<file path="src/rtl/onchip_mem_pkg.sv">
// Shared constants and FSM state type for the on-chip memory read master.
package onchip_mem_pkg;

    localparam int unsigned ADDR_W_DEFAULT = 12;
    localparam int unsigned DATA_W_DEFAULT = 32;
    localparam int unsigned MEM_WORDS      = 3072;
    localparam logic [3:0]  BYTEEN_ALL     = 4'hF;

    typedef enum logic [1:0] {
        ST_IDLE,
        ST_READ,
        ST_DRAIN
    } state_t;

endpackage

</file>
<file path="src/rtl/stream_fifo.sv">
// Synchronous FIFO with registered storage and a show-ahead head word.
module stream_fifo #(
    parameter int unsigned DEPTH = 8,
    parameter int unsigned WIDTH = 32
) (
    input  logic                     clk,
    input  logic                     reset,
    input  logic                     push,
    input  logic [WIDTH-1:0]         push_data,
    input  logic                     pop,
    output logic [WIDTH-1:0]         head_data,
    output logic [$clog2(DEPTH):0]   count,
    output logic                     empty,
    output logic                     full
);

    localparam int unsigned PTR_W = $clog2(DEPTH);

    logic [WIDTH-1:0] mem [DEPTH];
    logic [PTR_W-1:0] wr_ptr;
    logic [PTR_W-1:0] rd_ptr;
    logic             do_push;
    logic             do_pop;

    assign empty     = (count == '0);
    assign full      = (count == (PTR_W+1)'(DEPTH));
    assign do_push   = push & ~full;
    assign do_pop    = pop & ~empty;
    assign head_data = mem[rd_ptr];

    always_ff @(posedge clk or posedge reset) begin
        if (reset) begin
            wr_ptr <= '0;
            rd_ptr <= '0;
            count  <= '0;
            for (int i = 0; i < DEPTH; i++) begin
                mem[i] <= '0;
            end
        end else begin
            if (do_push) begin
                mem[wr_ptr] <= push_data;
                wr_ptr      <= wr_ptr + PTR_W'(1);
            end
            if (do_pop) begin
                rd_ptr <= rd_ptr + PTR_W'(1);
            end
            count <= count + (PTR_W+1)'(do_push) - (PTR_W+1)'(do_pop);
        end
    end

endmodule

</file>
<file path="src/rtl/onchip_mem_read_master.sv">
// Avalon-MM read master: fetches a block of consecutive words and streams them out
// through a credit-protected FIFO.
module onchip_mem_read_master
    import onchip_mem_pkg::*;
#(
    parameter int unsigned ADDR_W     = ADDR_W_DEFAULT,
    parameter int unsigned DATA_W     = DATA_W_DEFAULT,
    parameter int unsigned FIFO_DEPTH = 8,
    parameter int unsigned CNT_W      = 13
) (
    input  logic              clk,
    input  logic              reset,
    input  logic              start,
    input  logic [ADDR_W-1:0] base_addr,
    input  logic [CNT_W-1:0]  word_count,
    output logic              busy,
    output logic              done,
    output logic [ADDR_W-1:0] avm_address,
    output logic              avm_read,
    output logic [3:0]        avm_byteenable,
    input  logic              avm_waitrequest,
    input  logic [DATA_W-1:0] avm_readdata,
    input  logic              avm_readdatavalid,
    output logic [DATA_W-1:0] src_data,
    output logic              src_valid,
    input  logic              src_ready
);

    localparam int unsigned FCNT_W = $clog2(FIFO_DEPTH) + 1;

    state_t            state;
    logic [CNT_W-1:0]  issue_left;
    logic [CNT_W-1:0]  recv_left;
    logic [FCNT_W-1:0] fifo_count;
    logic              fifo_empty;
    logic              fifo_full;

    logic              accept;
    logic              push;
    logic              pop;
    logic [CNT_W-1:0]  issue_next;
    logic [CNT_W-1:0]  recv_next;
    logic [FCNT_W-1:0] fifo_next;
    logic [CNT_W:0]    in_use_next;
    logic              credit_next;

    assign avm_byteenable = BYTEEN_ALL;
    assign src_valid      = ~fifo_empty;

    assign accept = avm_read & ~avm_waitrequest;
    // The full term never fires under the credit rule; it only keeps the FIFO safe.
    assign push   = avm_readdatavalid & (state != ST_IDLE) & ~fifo_full;
    assign pop    = src_valid & src_ready;

    assign issue_next = issue_left - CNT_W'(accept);
    assign recv_next  = recv_left - CNT_W'(push);
    assign fifo_next  = fifo_count + FCNT_W'(push) - FCNT_W'(pop);

    // Words in flight (recv_left - issue_left) plus words parked in the FIFO after this edge.
    assign in_use_next = {1'b0, recv_next - issue_next} + (CNT_W+1)'(fifo_next);
    assign credit_next = in_use_next < (CNT_W+1)'(FIFO_DEPTH);

    always_ff @(posedge clk or posedge reset) begin
        if (reset) begin
            state       <= ST_IDLE;
            busy        <= 1'b0;
            done        <= 1'b0;
            avm_read    <= 1'b0;
            avm_address <= '0;
            issue_left  <= '0;
            recv_left   <= '0;
        end else begin
            done       <= 1'b0;
            issue_left <= issue_next;
            recv_left  <= recv_next;
            if (accept) begin
                avm_address <= avm_address + ADDR_W'(1);
            end
            unique case (state)
                ST_IDLE: begin
                    avm_read <= 1'b0;
                    if (start) begin
                        if (word_count != '0) begin
                            state       <= ST_READ;
                            busy        <= 1'b1;
                            avm_read    <= 1'b1;
                            avm_address <= base_addr;
                            issue_left  <= word_count;
                            recv_left   <= word_count;
                        end else begin
                            done <= 1'b1;
                        end
                    end
                end
                ST_READ: begin
                    // Holding a stalled request is safe: credit can only grow without acceptance.
                    avm_read <= (issue_next != '0) && credit_next;
                    if (issue_next == '0) begin
                        state <= ST_DRAIN;
                    end
                end
                ST_DRAIN: begin
                    avm_read <= 1'b0;
                    if (recv_next == '0 && fifo_next == '0) begin
                        state <= ST_IDLE;
                        busy  <= 1'b0;
                        done  <= 1'b1;
                    end
                end
                default: begin
                    state    <= ST_IDLE;
                    busy     <= 1'b0;
                    avm_read <= 1'b0;
                end
            endcase
        end
    end

    stream_fifo #(
        .DEPTH (FIFO_DEPTH),
        .WIDTH (DATA_W)
    ) u_fifo (
        .clk       (clk),
        .reset     (reset),
        .push      (push),
        .push_data (avm_readdata),
        .pop       (pop),
        .head_data (src_data),
        .count     (fifo_count),
        .empty     (fifo_empty),
        .full      (fifo_full)
    );

endmodule

</file>
<file path="config.mk">
export PLATFORM = sky130hd
export DESIGN_NAME = onchip_mem_read_master
export DESIGN_NICKNAME = d
export VERILOG_FILES = /design/src/rtl/onchip_mem_pkg.sv /design/src/rtl/stream_fifo.sv /design/src/rtl/onchip_mem_read_master.sv
export SDC_FILE = /design/constraint.sdc
export NUM_CORES = 1
export LEC_CHECK = 0
export CORE_ASPECT_RATIO = 0.5
export CORE_UTILIZATION = 45
export CTS_BUF_LIST = sky130_fd_sc_hd__clkbuf_8
export CTS_CLUSTER_DIAMETER = 150
export DETAILED_ROUTE_END_ITERATION = 8
export SYNTH_ARGS = -nofsm -noshare
export SYNTH_HDL_FRONTEND = slang
export SYNTH_SLANG_ARGS = --single-unit
</file>
<file path="constraint.sdc">
create_clock -name clk -period 19.2 [get_ports clk]
set_clock_uncertainty 0.15 [all_clocks]
set_input_delay 5.76 -clock clk [delete_from_list [all_inputs] [get_ports clk]]
set_output_delay 5.76 -clock clk [all_outputs]
set_load 0.01 [all_outputs]
</file>
After elaboration in Yosys (flattened, before gate mapping)

Cells that the tools add are included.

Bits in registers: 309
Latch bits: 0
RAM bits: 0
ROM bits: 0
Output and inout port bits: 52
Logic and storage cells: 97
Memories kept: 0

$add $sub $neg: 11
Multipliers: 0
Divide/modulo/power cells: 0
Magnitude comparators: 4
Eq/ne operators: 7
Shift operators: 0
Multiplexer cells: 32
Bitwise operators: 12
Reduce and logical (&&, ||, !) cells: 13

Operator list:

| operator              | count |
|---|---|
| $bwmux 256            | 1 |
| $bmux 32 s3           | 1 |
| $demux 32 s3          | 1 |
| $mux 32               | 3 |
| $mux 13               | 6 |
| $mux 12               | 4 |
| $logic_not 13->1      | 2 |
| $reduce_bool 13->1    | 2 |
| $sub 13x1->13         | 2 |
| $add 13x4->14         | 1 |
| $lt 14x4->1 const B   | 1 |
| $sub 13x13->13        | 1 |
| $add 12x1->12 const B | 1 |
| $add 4x1->4           | 2 |
| $ge 4x4->1 const B    | 2 |
| $logic_not 4->1       | 2 |
| $mux 1                | 8 |
| $mux 2                | 4 |
| $ne 2x2->1 const B    | 4 |
| $not 3->4             | 2 |
| $reduce_and 4->1      | 2 |
| $sub 4x1->4           | 2 |
| $add 3x1->3 const B   | 2 |
| $and 1x1->1           | 6 |
| other kinds (11)      | 17 |

Longest topological paths before layout

Depth in word-level cells: 9
Depth in mapped cells: 20

Modules after synthesis

A second synthesis with hierarchy kept.

Cell total of the unflattened synthesis: 1,070
Area, all modules: 15,648.8 µm²

By module, submodules not included:

| module                 | instances | cells each | area each (µm²) | seq. area each (µm²) |
|---|---|---|---|---|
| stream_fifo            | 1         | 712        | 12,543.3        | 6,656.4 |
| onchip_mem_read_master | 1         | 358        | 3,105.5         | 1,076.0 |

Worst setup path before layout

Ideal clock, no wire load.

Kind: input -> register
Start: input port avm_readdatavalid
End: register avm_read
Library setup time: 0.066 ns
Data arrival time: 9.436 ns
Path slack: 9.548 ns
Stages: 15
Buffers on the path: 0
Cell sequence: o21ai_1 > a21oi_1 > ha_1 > or4b_4 > nor2_1 > xor2_1 > ha_1 > a21oi_1 > o21ai_0 > maj3_2 > a21o_4 > a211oi_4 > mux2_1 > nand2_1 > a31o_1

Word-level cells in the longest chain between the ends: 8
Elaborated cells between the ends (all ways): 10
Classes of those cells: 5 x add/sub; 1 x order compare; 1 x mux; 2 x bitwise; 1 x reduce/logical

Ends and longest elaborated chain:

| element                                       | RTL line                                                   | source |
|---|---|---|
| from (decl)                                   | onchip_mem_read_master.sv:23                               | `input logic avm_readdatavalid,` |
| $and 1x1->1 (*) (2 in a row)                  | onchip_mem_read_master.sv:52                               | `assign push = avm_readdatavalid & (state != ST_IDLE) & ~fifo_full;` |
| $sub 13x1->13 or $add 4x1->4 (tied branches)  | onchip_mem_read_master.sv:56, onchip_mem_read_master.sv:57 |  |
| $sub 13x13->13 or $sub 4x1->4 (tied branches) | onchip_mem_read_master.sv:60, onchip_mem_read_master.sv:57 |  |
| $add 13x4->14 (*)                             | onchip_mem_read_master.sv:60                               | `assign in_use_next = {1'b0, recv_next - issue_next} + (CNT_W+1)'(fifo_next);` |
| $lt 14x4->1 (*)                               | onchip_mem_read_master.sv:61                               | `assign credit_next = in_use_next < (CNT_W+1)'(FIFO_DEPTH);` |
| $logic_and 1x1->1 (*)                         | onchip_mem_read_master.sv:97                               | `avm_read <= (issue_next != '0) && credit_next;` |
| $pmux 1 s2 (*)                                | onchip_mem_read_master.sv:79                               | `unique case (state)` |
| to (signal assigned)                          | onchip_mem_read_master.sv:97                               |  |
| to (decl)                                     | onchip_mem_read_master.sv:19                               | `output logic avm_read,` |

Mark *: on every way between the ends. The rest lies on a longest branch, timed or not.
A chain may end at the register's enable or synchronous reset.

Worst setup path in the final report

Ends and elaborated chain as after synthesis.

==> impl_metrics.tcl <==
set metrics [dict create \
    critPathLaunch "avm_readdatavalid" \
    status "finished, violations left" \
    cts_num_sinks 309 \
    fp.dieH_um 131.5 \
    drt-vias-per-instance 5.561 \
    max_cap_viol_count 0 \
    drc 2 \
    core_um2 32350 \
    fin_nets 1280 \
    grt.overflow.total 0 \
    cp_slowest_cell "a21oi_1" \
    dp_hpwl_um 20640 \
    grt-busiest-layer "met2" \
    synth_seq_cells 309 \
    power_density_nw_per_um2 184.4 \
    grt_use_met1_pct 29.36 \
    synth_edf_count 0 \
    grt_pass1_wl_um 55860 \
    grt_util_met3_pct 4.109 \
    dieArea_um2 34330 \
    worst_pin_slew_ns 1.182 \
    synth_area_leader_cell "dfrtp_1" \
    area_growth_pct 16.88 \
    yosys_most_used_dff "dfrtp_1" \
    final_cell_area_um2 17650 \
    setup_tns_ns 0 \
    syn_inst 1066 \
    cpLargestDelayFamily "compound AO/OA/AOI/OAI gates" \
    cp_num_buf_inv 1 \
    wl_per_cell_um 20.39 \
    worstPathCellList "clkdlybuf4s50_1 > o21ai_1 > a21oi_1 > ha_1 > or4b_4 > nor2_1 > xor2_1 > ha_1 > a21oi_1 > o21ai_0 > maj3_2 > a21o_4 > a211oi_4 > mux2_1 > nand2_1 > a31o_1" \
    initial_core_util_pct 46.68 \
    cp_data_arrival_time_ns 10.52 \
    hold_buffers 0 \
    core.rowCount 46 \
    synthesis.area_um2 15100 \
    clk_latency_ns 0.60 \
    tritoncts "built" \
    clock_path_buffers 3 \
    diodes 0 \
    ir_worst_vdd_mv 0.06907 \
    finalMaxSlewViolations 0 \
    place_area_um2 16660 \
    r2r_slack_ns 14.19 \
    synthTopCellsByArea "dfrtp_1 51%, mux2_2 21%, mux4_2 9.5%" \
    path_clk_slew_ns 0.07 \
    fin_crit_sh_pct 52.89 \
    slowest_delay_ns 0.72 \
    grt_max_degree 94 \
    r2r-start "state[1]" \
    netlist.area_leader.share_pct 51.21 \
    gr-usage-all-layers_pct 20.75 \
    clockRootBuffer "clkbuf_8" \
    yosysUniqueCellTypes 70 \
    critPathKind "in2reg" \
    ys_warn_count 0 \
    fillers 2700 \
    worst_setup_path_end_kind "flop" \
    finalSetupViolations 0 \
    grt_setup_unrepaired "false" \
    hold_start "u_fifo.mem[220]" \
    p_leak_nw 7.359 \
    io_pins 115 \
    async_reset_ff_share_pct 100.0 \
    antenna_found_initial 0 \
    numPortBuffers 110 \
    dp_slack_ns 8.504 \
    routabilityCongestion 0.8028 \
    wl_um 33700 \
    vias 9192 \
    max_slew_margin_pct 21.20 \
    power_mw 3.255 \
    max_freq_mhz 98.48 \
    die_w_um 261.0 \
    seq_area_frac_synth_pct 51.21 \
    htreeDepth 2 \
    hp-class "reg2reg" \
    violations "design-rule violations" \
    hold_viol 0 \
    worst_ep_required_time_ns 19.57 \
    fin_ws_ns 9.046 \
    grtUsageMet2_pct 32.98 \
    syn_area_per_cell_um2 14.16 \
    startpoint_type "input port" \
    drt_iter0_drc 484 \
    cts_resized 0 \
    crit_path_max_fanout 10 \
    finalCriticalPeriod_ns 10.15 \
    ant_nets 0 \
    drive_above_1_share_pct 38.82 \
    cts_made_buffers 47 \
    grt_pass1_vias 10089 \
    dr.pass1.iters 9 \
    cts_setup_buffers 0 \
]
layer usage:
metal / part of all wire, % / vias up
met5: 0 / -
met4: 1.5 / 0
met3: 3.8 / 44
met2: 47 / 148
met1: 47 / 4872
li1: - / 4128
where the power goes:
part	switching [mW]	leakage, nW	internal [mW]	total (mW)
registers	0.206	3.69	0.970	1.18
logic	0.624	3.11	0.883	1.51
clock network	0.270	0.555	0.302	0.572
total	1.10	7.36	2.16	3.25
sequential cells by signal, summed over array words and instances (netlist names):
register	cells
u_fifo.rd_ptr	3
done	1
recv_left	13
avm_address	12
busy	1
u_fifo.wr_ptr	3
avm_read	1
issue_left	13
u_fifo.mem	256
u_fifo.count	4
state	2
cells by family (layout without fill, tap and decap cells):
kind of cell               after synthesis  after routing  synth area share [%]
xor gates and xnor gates                51             51                 3.307
muxes                                  358            358                 31.45
DFF                                    309            309                 51.21
buffers and inverters                   90            242                 2.461
AOI/OAI and AO/OA                       83             83                 3.497
and+or+nand+nor                        141            141                 5.179
adders and majority gates               33             33                 2.867
other                                    1              4               0.02484
layout by cell type (no fill, tap or decap), drive strengths merged, types with 3 or more instances in the layout:
cell,Yosys,final
mux2i,3,3
fa,3,3
a21o,6,6
mux4,64,64
dfrtp,309,309
nand4b,3,3
mux2,291,291
inv,32,44
nand2,27,27
clkinv,0,11
xor2,30,30
o21ai,18,18
nor3,11,11
or3,5,5
nand3,13,13
and3,3,3
buf,26,16
clkbuf,32,58
clkdlybuf4s50,0,110
conb,1,4
nor2b,3,3
nand4,5,5
nor4,6,6
nor3b,8,8
xnor2,21,21
nor2,42,42
a21oi,41,41
nand2b,3,3
ha,28,28
path summary, 6_finish.rpt:
| kind | end | depth (start not counted) |
|---|---|---|
| worst max-delay path | avm_read | 16 |
| worst min-delay path | u_fifo.mem[220] | 1 |
| worst max register to register | avm_read | 15 |
| worst min register to register | u_fifo.mem[220] | 1 |
| max in group asynchronous | u_fifo.mem[237] | 5 |
| min in group asynchronous | u_fifo.mem[219] | 2 |
per-stage QoR:
stage | utilization [%] | hold slack, ns | std cells
final | 54.56 | 0.3468 | 1653
after CTS | 54.56 | 0.3465 | 1653
after global placement | 51.52 | 0.3214 | 1569
after detailed placement | 51.52 | 0.3311 | 1569
after floorplan | - | 0.3094 | 1069
after global routing | 54.56 | 0.3636 | 1653
cell type report:
type	instances	area [um^2]	share of cell area [%]
Clock inverter	26	183.9	1.042
Timing Repair Buffer	126	1221	6.920
Clock buffer	58	798.3	4.524
Sequential cell	309	7739	43.85
Multi-Input combinational cell	670	7037	39.88
Inverter	32	127.6	0.7232
Tap cell	432	540.5	3.063
synth_stat cells, types with 3 or more instances:
cell type	count
a21o_1	5
a21oi_1	41
and3_1	3
buf_1	12
buf_2	9
buf_4	4
clkbuf_1	32
dfrtp_1	309
fa_1	3
ha_1	28
inv_1	32
mux2_1	4
mux2_2	287
mux2i_1	3
mux4_2	64
nand2_1	26
nand2b_1	3
nand3_1	13
nand4_1	5
nand4b_1	3
nor2_1	39
nor2b_1	3
nor3_1	10
nor3b_1	6
nor4_1	6
o21ai_0	17
or3_1	3
xnor2_1	20
xor2_1	27
(Power assumes the default switching activity.)
